File: config.mk
export PLATFORM = sky130hd
export DESIGN_NAME = serial_adder_4bit
export DESIGN_NICKNAME = d
export VERILOG_FILES = /design/src/rtl/ula_pkg.sv /design/src/rtl/full_adder_1bit.sv /design/src/rtl/serial_adder_4bit.sv
export SDC_FILE = /design/constraint.sdc
export NUM_CORES = 1
export LEC_CHECK = 0
export CORE_MARGIN = 2
export CORE_UTILIZATION = 30
export DETAILED_ROUTE_END_ITERATION = 10
export SYNTH_ARGS = -nofsm -noshare
export SYNTH_HDL_FRONTEND = slang
export SYNTH_HIERARCHICAL = 1
export SYNTH_SLANG_ARGS = --single-unit
File: constraint.sdc
create_clock -name clk -period 1.85 [get_ports clk]
set_clock_uncertainty 0.1 [all_clocks]
set_input_delay 0.37 -clock clk [delete_from_list [all_inputs] [get_ports clk]]
set_output_delay 0.37 -clock clk [all_outputs]
set_load 0.05 [all_outputs]
File: src/rtl/ula_pkg.sv
// Shared ULA arithmetic definitions.
// Holds the FSM encoding and default operand/result widths.
package ula_pkg;

  localparam int ULA_WIDTH     = 4;
  localparam int ULA_OUT_WIDTH = 8;

  typedef enum logic [1:0] {
    IDLE = 2'd0,
    RUN  = 2'd1,
    DONE = 2'd2
  } state_t;

endpackage

File: src/rtl/full_adder_1bit.sv
// Gate-level 1-bit full adder cell.
// Additive counterpart of the 1-bit subtractor cell.
module full_adder_1bit (
  input  logic A,
  input  logic B,
  input  logic Cin,
  output logic Cout,
  output logic S
);

  logic ab_x;
  logic ab_a;
  logic cx_a;

  xor g_x0 (ab_x, A, B);
  xor g_x1 (S, ab_x, Cin);
  and g_a0 (ab_a, A, B);
  and g_a1 (cx_a, ab_x, Cin);
  or  g_o0 (Cout, ab_a, cx_a);

endmodule

File: src/rtl/serial_adder_4bit.sv
// Bit-serial adder: one full-adder pass per clock, LSB first.
// Start/Busy/Done handshake; result registers hold until next completion.
module serial_adder_4bit
  import ula_pkg::*;
#(
  parameter int WIDTH     = ULA_WIDTH,
  parameter int OUT_WIDTH = ULA_OUT_WIDTH
) (
  input  logic                 clk,
  input  logic                 rst,
  input  logic                 Start,
  input  logic                 Ack,
  input  logic [WIDTH-1:0]     A,
  input  logic [WIDTH-1:0]     B,
  input  logic                 Cin,
  output logic                 Busy,
  output logic                 Done,
  output logic [OUT_WIDTH-1:0] S,
  output logic                 Cout
);

  localparam int CW = (WIDTH > 1) ? $clog2(WIDTH) : 1;

  state_t state;
  state_t next;

  logic [WIDTH-1:0] a_sh;
  logic [WIDTH-1:0] b_sh;
  logic [WIDTH-2:0] r_sh;
  logic [WIDTH-1:0] s_q;
  logic [CW-1:0]    cnt;
  logic             carry;
  logic             cout_q;
  logic             fa_s;
  logic             fa_co;
  logic             accept;
  logic             last;
  logic [WIDTH-1:0] r_next;

  full_adder_1bit u_fa (
    .A    (a_sh[0]),
    .B    (b_sh[0]),
    .Cin  (carry),
    .Cout (fa_co),
    .S    (fa_s)
  );

  assign accept = Start && (state == IDLE || state == DONE);
  assign last   = (state == RUN) && (cnt == CW'(WIDTH - 1));
  assign r_next = {fa_s, r_sh};

  always_ff @(posedge clk) begin
    if (rst) state <= IDLE;
    else     state <= next;
  end

  always_comb begin
    next = state;
    case (state)
      IDLE:    if (Start) next = RUN;
      RUN:     if (last) next = DONE;
      DONE: begin
        if (Start)    next = RUN;
        else if (Ack) next = IDLE;
      end
      default: next = IDLE;
    endcase
  end

  always_comb begin
    Busy = (state == RUN);
    Done = (state == DONE);
  end

  // Datapath: operands shift right, sum bits enter r_sh from the top.
  always_ff @(posedge clk) begin
    if (rst) begin
      a_sh   <= '0;
      b_sh   <= '0;
      r_sh   <= '0;
      s_q    <= '0;
      cnt    <= '0;
      carry  <= 1'b0;
      cout_q <= 1'b0;
    end else if (accept) begin
      a_sh  <= A;
      b_sh  <= B;
      carry <= Cin;
      cnt   <= '0;
    end else if (state == RUN) begin
      a_sh  <= a_sh >> 1;
      b_sh  <= b_sh >> 1;
      r_sh  <= r_next[WIDTH-1:1];
      carry <= fa_co;
      cnt   <= cnt + 1'b1;
      if (last) begin
        s_q    <= r_next;
        cout_q <= fa_co;
      end
    end
  end

  assign S    = {{(OUT_WIDTH - WIDTH){1'b0}}, s_q};
  assign Cout = cout_q;

endmodule

# Word-level counts from Yosys, hierarchy flattened
# Cells that the tools add are included.
# word_totals
register_bits	21
latchBits	0
mem_bits_rw	0
romBits	0
in_bits	13
output_inout_bits	11
word_cells	41
mem_count	0
# op_classes
n_addsub	1
n_mul	0
n_div	0
magnitude_cmp	0
eq_ne	6
n_shift	0
mux	11
bitwise	6
reduce_logical	9
# ops
op	n
4-bit two-way mux	4
2-bit two-way mux	4
2-bit one-hot mux with 3 select lines	1
3-bit AND reduction	2
2-bit equality test, second input constant	2
3-bit != test, second input constant	1
2-bit by 1-bit adder with 2-bit output, second input constant	1
1-bit bitwise AND	2
2-bit by 1-bit equality test with 1-bit output, second input constant	1
1-bit logical AND	2
2-bit zero test	1
1-bit two-way mux	2
2-bit by 1-bit != test with 1-bit output, second input constant	1
2-bit != test, second input constant	1
2-bit AND reduction	1
2-bit nonzero test	1
2-bit OR reduction	1
1-bit bitwise XOR	2
1-bit logical OR	1
1-bit inverter	1
1-bit bitwise OR	1

# Logic depth before layout (Yosys ltp)
# Gate-level depths: netlist of the first run.
# depth
depth_word	5
depth_mapped	5
mapped_depth_nobuf	4

# Hierarchy
# Netlist of the first run, hierarchy kept.
# modules_own_cells
module	instances	cells_each	area_each_um2	seq_area_each_um2
serial_adder_4bit	1	102	877.1	420.4
full_adder_1bit	1	1	20.0	0.0

# Worst setup path before layout of the first run
# No wires, ideal clock.
# synth_path
kind	flip-flop to output port
from	reg state[0]
to	out Done
t_arrival_ns	1.056
required_time_ns	1.380
path_slack_ns	0.324
path_stages_with_launch	2
n_path_buf	0
path_cell_list	dfxtp_1 -> nor2b_1
# synth_via
elab_chain_len	1
# synth_rtl
item	line_no	text
start, declared	serial_adder_4bit.sv:24	state_t state;
start signal, assigned	serial_adder_4bit.sv:54	else state <= next;
2-bit equality test	serial_adder_4bit.sv:72	Done = (state == DONE);
end, declared	serial_adder_4bit.sv:17	output logic Done,
# No other way between the ends.

# Worst setup path after layout of the first run
# layout_path
from	reg state[1]
to	out Busy
# layout_via
elab_chain_len	1
# layout_rtl
item	line_no	text
2-bit by 1-bit equality test with 1-bit output	serial_adder_4bit.sv:71	Busy = (state == RUN);
end, declared	serial_adder_4bit.sv:16	output logic Busy,
# No other way between the ends.

==> results of run 1 <==
-- how the worst min path moves through the flow --
stage / from / endpoint / slack, ns / depth (start not counted)
2_1_floorplan: r_sh[0]$_SDFFE_PP0P_ / r_sh[0]$_SDFFE_PP0P_ / 0.34 / 2
3_5_place_dp: s_q[2]$_SDFFE_PP0P_ / s_q[2]$_SDFFE_PP0P_ / 0.35 / 2
3_3_place_gp: s_q[0]$_SDFFE_PP0P_ / s_q[0]$_SDFFE_PP0P_ / 0.34 / 2
4_1_cts: s_q[2]$_SDFFE_PP0P_ / s_q[2]$_SDFFE_PP0P_ / 0.37 / 2
6_report: s_q[0]$_SDFFE_PP0P_ / s_q[0]$_SDFFE_PP0P_ / 0.36 / 2
5_1_grt: r_sh[0]$_SDFFE_PP0P_ / s_q[0]$_SDFFE_PP0P_ / 0.39 / 2
-- logic make-up after synthesis --
logic type               share of synthesized area [%]
other                                           0.4180
AO/OA/AOI/OAI                                    14.51
AND/OR/NAND/NOR                                  22.87
flip-flops                                       46.86
buffers and inverters                            8.507
XOR/XNOR                                        0.9765
multiplexers                                     2.232
adder cells (fa/ha/maj)                          3.626
-- layout make-up --
class                      instances  area, sq um
clock buffer                       4        26.28
fill                             293         1692
inverter                           1        3.754
multi-input combinational         74        411.6
sequential                        21        420.4
tap                               31        38.79
timing repair buffer              21        212.7
-- through the flow --
stage / total power [uW] / hold WS (ns) / cells / worst slack, ns
after floorplan: 608.3 / 0.3366 / 106 / 0.3238
after global placement: 644.0 / 0.3422 / 148 / 0.1781
after detailed placement: 646.7 / 0.3497 / 148 / 0.1674
after CTS: 863.7 / 0.3661 / 152 / 0.1053
after global routing: 899.8 / 0.3854 / 152 / 0.03053
final: 852.8 / 0.3615 / 152 / 0.1194
-- cell usage after synthesis (all sizes together) --
cell | instances | share of area (%)
nand3b | 1 | 0.84
conb | 1 | 0.42
buf | 8 | 7.3
dfxtp | 21 | 47
clkbuf | 2 | 0.84
and2b | 1 | 0.84
mux2i | 2 | 2.2
fa | 1 | 2.2
a21oi | 12 | 6.7
nand3 | 8 | 4.5
nor2b | 1 | 0.70
a22oi | 2 | 1.7
ha | 1 | 1.4
o22ai | 1 | 0.70
a311oi | 4 | 4.6
nor2 | 6 | 2.5
nor3 | 5 | 2.8
nand2b | 2 | 2.0
nand2 | 21 | 8.8
inv | 1 | 0.42
o21a | 1 | 0.84
xnor2 | 1 | 0.98
-- worst max-delay path, delay by kind of cell (launching register included) --
kind                   cells  cell delay (ns)
buffers and inverters      2             0.46
DFF                        1             0.33
and+or+nand+nor            1             0.18
-- layer usage --
layer | up-vias | track usage [%] | share of wire, %
met1 | 323 | 14.58 | 44
met4 | 0 | 0.9740 | 0.24
met5 | - | 0 | 0
met3 | 2 | 4.396 | 8.6
li1 | 379 | - | -
met2 | 28 | 15.73 | 47
-- power groups by stage --
stage | Combinational, uW | Sequential (uW) | Clock, uW
after CTS | 147 | 490 | 227
final | 147 | 489 | 217
after detailed placement | 147 | 500 | 0
after floorplan | 112 | 496 | 0
after global routing | 162 | 493 | 246
after global placement | 146 | 498 | 0
-- state kept, by name, indices dropped and copies added, names as in the netlist --
name and count:
b_sh 4, r_sh 3, a_sh 4, s_q 4
Cout 1, state 2, cnt 2, carry 1
-- placed cells by master (no fill, tap or decap) --
cell type and n:
sky130_fd_sc_hd__nand3b_1 1, sky130_fd_sc_hd__dfxtp_1 21, sky130_fd_sc_hd__clkbuf_1 1, sky130_fd_sc_hd__nor3_1 5, sky130_fd_sc_hd__ha_1 1, sky130_fd_sc_hd__inv_2 1
sky130_fd_sc_hd__fa_1 1, sky130_fd_sc_hd__conb_1 4, sky130_fd_sc_hd__xnor2_1 1, sky130_fd_sc_hd__nor2b_1 1, sky130_fd_sc_hd__o21a_1 1, sky130_fd_sc_hd__clkbuf_4 3
sky130_fd_sc_hd__nor2_1 6, sky130_fd_sc_hd__a311oi_1 3, sky130_fd_sc_hd__a21oi_1 12, sky130_fd_sc_hd__and2b_1 1, sky130_fd_sc_hd__nand3_1 8, sky130_fd_sc_hd__nand2b_2 2
sky130_fd_sc_hd__nand2_1 21, sky130_fd_sc_hd__a311oi_2 1, sky130_fd_sc_hd__mux2i_1 2, sky130_fd_sc_hd__buf_12 2, sky130_fd_sc_hd__a22oi_1 2, sky130_fd_sc_hd__buf_4 7
sky130_fd_sc_hd__clkdlybuf4s50_1 12, sky130_fd_sc_hd__o22ai_1 1
==> flow_metrics.py, run 1 <==
metrics = {
    "status": {
        "run_status": "finished, violations left",
        "failing_checks": "DRC",
    },
    "cells_and_area": {
        "final_layout_size_suffix_gt1_share_pct": 13.22,
        "antenna_cells_inserted": 0,
        "final_core_util_pct": 39.70,
        "area_growth_pct": 24.13,
        "design_area_sq_um": 1114,
        "num-nets-final": 137,
    },
    "critical_path": {
        "worstPathArrival_ns": 1.26,
        "timing.rr.end": "a_sh[1]$_SDFFE_PP0P_",
        "cp-start-kind": "register",
        "worst_r2r_path_depth": 4,
        "ff2ff_setup_slack_ns": 0.51,
        "critPathLaunch": "state[1]$_SDFFE_PP0P_",
        "timing.setup.critical_path_class": "reg2out",
        "timing.critical_path.required_ns": 1.38,
        "crit_chain": "nand2b_2, inv_2, buf_12",
        "critical_path.max_fanout": 18,
        "cp_slowest_cell": "sky130_fd_sc_hd__dfxtp_1",
        "crit_end_element": "output port",
        "slowest_delay_ns": 0.33,
        "setup.worst_path.end": "Busy",
        "reg2reg_from": "state[1]$_SDFFE_PP0P_",
    },
    "clocking": {
        "number_of_resized_instances_in_the_post_cts_repair_step": 0,
        "cts_htree_levels": 1,
        "worstSkewPairLatency_ns": 0.30,
        "tritoncts_clock_tree": "yes",
        "cts_setup_buffers": 0,
        "cts_buffers": 3,
        "cts.clk_slew.worst_paths_ns": 0.11,
        "cts_sinks": 21,
        "cts_root_buffer": "sky130_fd_sc_hd__clkbuf_4",
        "cts_hold_buffers": 0,
        "cts.path.max_buffers": 2,
    },
    "floorplanning": {
        "initial_core_util_pct": 31.98,
        "floorplan.die_area_sq_um": 3444,
        "dieHeight_um": 58.69,
        "die_width_um": 58.69,
        "core_sq_um": 2805,
        "ios": 24,
        "core.rowCount": 19,
    },
    "power_and_ir_drop": {
        "max-vdd-ir-drop_mv": 0.4520,
        "part_of_the_power_in_registers_pct": 57.4,
        "power.density_cell_area_nw_per_um2": 765.8,
        "power_leakage_uw": 0.0004164,
        "p_sw_uw": 231.6,
        "clock_power_share_pct": 25.4,
        "share_of_total_power_in_combinational_logic_pct": 17.2,
        "power.share.switching_pct": 27.16,
        "p_int_uw": 621.2,
    },
    "placement": {
        "finalWeightedCongestion": 0.7744,
        "port-buffer-count": 19,
        "post-dp-hpwl_um": 1185,
        "postPlaceCellArea_sq_um": 1087,
    },
    "grt": {
        "number_of_global_route_vias_before_repair": 639,
        "grt_first_pass_wirelength_um": 2773,
        "grt_usage_pct": 10.44,
        "overflow": 0,
        "grt_max_degree": 22,
        "antenna_found_initial": 0,
    },
    "route": {
        "drc_errors": 1,
        "routedWlPerCell_um": 11.07,
        "detailedRoute.firstIterationViolations": 16,
        "sum_of_routed_wire_length_over_all_layers_um": 1682,
        "vias": 732,
        "drt_pass1_iterations": 7,
        "ant_nets": 0,
        "via_per_inst": 4.816,
    },
    "timing": {
        "min_period_over_period_pct": 93.54,
        "achievable-frequency_mhz": 577.8,
        "slew_viol_final": 0,
        "setup_repair_after_global_routing_missed_its_margin": "false",
        "hold_viol_final": 0,
        "finalCriticalPeriod_ns": 1.731,
        "setup_tns_ns": 0,
        "setup_viol": 0,
    },
    "flow_run": {
        "maxCapViolCount": 0,
    },
    "synthesis": {
        "synth.distinct_cells": 25,
        "syn_area_sq_um": 897.1,
        "synthesis.instances": 103,
        "ys_seq_elements": 21,
        "synth_area_per_cell_sq_um": 8.710,
        "ys_warn_count": 6,
        "yosysSeqAreaShare_pct": 46.86,
    },
    "min_path": {
        "hold_class": "reg2reg",
    },
}
No activity file was read; power rests on OpenSTA's default activity.
==> run 2, diff against run 1 <==
Settings changed: ABC_AREA from default to 1.
==> run 2 against run 1 <==
The run now ends clean. Global-route usage up 0.84 points. Synthesized cell count grew 30%. Non-clock buffer count down 1. Total power increased by 5.1%. Combinational power is 20% higher. Utilization fell by 1.9 points. First-iteration DRC count is 63% higher. Largest cell class is now multi-input combinational cells. Highest routed layer unchanged.
==> flow_metrics.py, run 2 <==
metrics = {
    "route": {
        "drc_errors": 0,
        "routedWlPerCell_um": 9.945,
        "drt_pass1_iterations": 4,
        "detailedRoute.firstIterationViolations": 26,
        "ant_nets": 0,
        "vias": 853,
        "sum_of_routed_wire_length_over_all_layers_um": 1979,
        "via_per_inst": 4.286,
    },
    "floorplanning": {
        "core_sq_um": 3284,
        "core.rowCount": 21,
        "ios": 24,
        "floorplan.die_area_sq_um": 3859,
        "die_width_um": 62.12,
        "initial_core_util_pct": 30.86,
        "dieHeight_um": 62.12,
    },
    "timing": {
        "finalHoldWorstSlack_ns": 0.3735,
        "setup_tns_ns": 0,
        "hold_viol_final": 0,
        "achievable-frequency_mhz": 579.9,
        "finalCriticalPeriod_ns": 1.724,
        "slew_viol_final": 0,
        "min_period_over_period_pct": 93.21,
        "setup_viol": 0,
        "setup_repair_after_global_routing_missed_its_margin": "false",
    },
    "critical_path": {
        "worstPathArrival_ns": 1.25,
        "ff2ff_setup_slack_ns": 0.51,
        "worst_r2r_path_depth": 6,
        "critical_path.max_fanout": 13,
        "crit_end_element": "output port",
        "timing.critical_path.required_ns": 1.38,
        "cp-start-kind": "register",
        "timing.rr.end": "Cout$_SDFFE_PP0P_",
        "timing.setup.critical_path_class": "reg2out",
        "reg2reg_from": "state[1]$_SDFFE_PP0P_",
    },
    "placement": {
        "post-dp-hpwl_um": 1512,
        "finalWeightedCongestion": 0.8008,
        "port-buffer-count": 19,
    },
    "min_path": {
        "hold_class": "reg2reg",
        "timing.hold.worst_path_depth": 2,
        "hold_path_end": "s_q[1]$_SDFFE_PP0P_",
        "holdCritStartpoint": "s_q[1]$_SDFFE_PP0P_",
    },
    "power_and_ir_drop": {
        "power_leakage_uw": 0.0005483,
        "max-vdd-ir-drop_mv": 0.2203,
        "power.density_cell_area_nw_per_um2": 721.6,
    },
    "synthesis": {
        "post-synth-top-count-cell": "sky130_fd_sc_hd__nor2_1",
        "synth_top_area_share_pct": 41.48,
        "synth_top_flop_cell": "sky130_fd_sc_hd__dfxtp_1",
        "async_reset_ff_share_pct": 0,
        "synth.top_cells.by_count": "sky130_fd_sc_hd__nor2_1 (26), sky130_fd_sc_hd__nand2_1 (22), sky130_fd_sc_hd__dfxtp_1 (21)",
        "cell_type_with_the_largest_total_area_after_synthesis": "sky130_fd_sc_hd__dfxtp_1",
        "synth_area_per_cell_sq_um": 7.563,
        "synth.distinct_cells": 21,
        "synthesis.instances": 134,
        "yosysSeqAreaShare_pct": 41.48,
        "ys_seq_elements": 21,
        "dominant_cells_by_area_after_synthesis": "sky130_fd_sc_hd__dfxtp_1 (41%), sky130_fd_sc_hd__nor2_1 (9.6%), sky130_fd_sc_hd__nand2_1 (8.1%)",
        "ys_warn_count": 6,
        "syn_area_sq_um": 1013,
        "number_of_enable_flip_flop_cells_after_synthesis": 0,
    },
    "clocking": {
        "cts.path.max_buffers": 2,
        "worstSkewPairLatency_ns": 0.30,
        "tritoncts_clock_tree": "yes",
        "cts_sinks": 21,
        "cts_root_buffer": "sky130_fd_sc_hd__clkbuf_4",
        "cts.clk_slew.worst_paths_ns": 0.11,
        "cts_buffers": 3,
        "cts_htree_levels": 1,
        "cts_hold_buffers": 0,
        "cts_setup_buffers": 0,
    },
    "grt": {
        "grt_first_pass_wirelength_um": 3463,
        "number_of_global_route_vias_before_repair": 789,
        "overflow": 0,
        "antenna_found_initial": 0,
        "grt_usage_pct": 11.28,
        "grt_max_degree": 17,
    },
    "cells_and_area": {
        "largest_registers": "a_sh: 4 flops, b_sh: 4 flops, s_q: 4 flops",
        "num-nets-final": 169,
        "antenna_cells_inserted": 0,
        "layout.cells.most_common": "sky130_fd_sc_hd__nor2_1",
        "final_layout_size_suffix_gt1_share_pct": 15.69,
        "layout.cells.most_common_list": "sky130_fd_sc_hd__nor2_1 (26), sky130_fd_sc_hd__nand2_1 (22), sky130_fd_sc_hd__dfxtp_1 (20)",
        "area_growth_pct": 22.59,
    },
    "flow_run": {
        "maxCapViolCount": 0,
    },
    "status": {
        "run_status": "complete, no violations",
    },
}
[run 2: cell count changes in the layout (fill, tap and decap cells not counted), sizes merged, moves of 4 or more]
cell,delta
nor2,+21
nor3,-5
o21ai,+10
nand2,+4
inv,+18
a311oi,-4
[run 2: timing repair]
action	in CTS	in global routing
pin swaps	0	0
setup endpoints to repair	1	1
hold endpoints to repair	0	0
gates resized for setup	1	1
[run 2: cell families after synthesis]
group / Yosys count / synth area share [%]
fa+ha+maj: 2 / 3.210
compound gates: 22 / 11.98
simple gates: 60 / 27.65
other cells: 1 / 0.3700
buf+inv: 27 / 14.44
xor+xnor: 1 / 0.8644
flops: 21 / 41.48
[run 2: final cells by class]
type                            count  area (sq um)
Clock buffer                        4         26.28
Fill cell                         353          2042
Inverter                           19         73.82
Multi-Input combinational cell     89         457.9
Sequential cell                    21         421.7
Tap cell                           46         57.56
Timing Repair Buffer               20         205.2
[run 2: how the worst max path moves through the flow]
stage                     cells after the start                   end             startpoint  slack [ns]
after floorplan                               1                  Done  state[0]$_SDFFE_PP0P_        0.31
after global placement                        6  b_sh[1]$_SDFFE_PP0P_                  Start        0.24
after detailed placement                      5  a_sh[1]$_SDFFE_PP0P_                  Start        0.18
after CTS                                     4                  Busy  state[1]$_SDFFE_PP0P_        0.06
after global routing                          4                  Busy  state[1]$_SDFFE_PP0P_        0.03
final                                         4                  Busy  state[1]$_SDFFE_PP0P_        0.13
[run 2: worst max-delay path, stage by stage (launching register included)]
cell and delay [ns]:
sky130_fd_sc_hd__dfxtp_1 0.31, sky130_fd_sc_hd__inv_1 0.14, sky130_fd_sc_hd__nand2_4 0.17, sky130_fd_sc_hd__inv_4 0.17, sky130_fd_sc_hd__buf_12 0.15
[run 2: per-layer routing]
layer	wire, um	global-route usage (%)	vias up	share of wire [%]
met5	0	0	-	0
met4	18	3.333	0	0.91
met3	95	4.710	2	4.8
met2	958	19.57	19	48
met1	907	12.64	387	46
li1	-	-	445	-
[run 2: where the power goes]
part	internal (uW)	switching (uW)	leakage, uW	total [uW]
Clock	84.1	136	0.0000150	220
Sequential	480	19.8	0.000172	499
Combinational	70.3	107	0.000361	177
[run 2: stage by stage]
step | instances | util (%) | setup WS, ns | cell area, sq um | total power [uW]
global placement | 195 | 36.91 | 0.2415 | 1212 | 681.5
floorplan | 137 | - | 0.3130 | 1025 | 645.9
CTS | 199 | 37.75 | 0.05615 | 1240 | 907.9
global route | 199 | 37.83 | 0.02623 | 1242 | 955.4
detailed placement | 195 | 36.91 | 0.1814 | 1212 | 685.9
finish | 199 | 37.83 | 0.1256 | 1242 | 896.6
==> run 3, diff against run 2 <==
Settings changed: SLEW_MARGIN from default to 10.
==> results of run 3 <==
No change in the layout: final DEF, timing and power equal those of run 2.
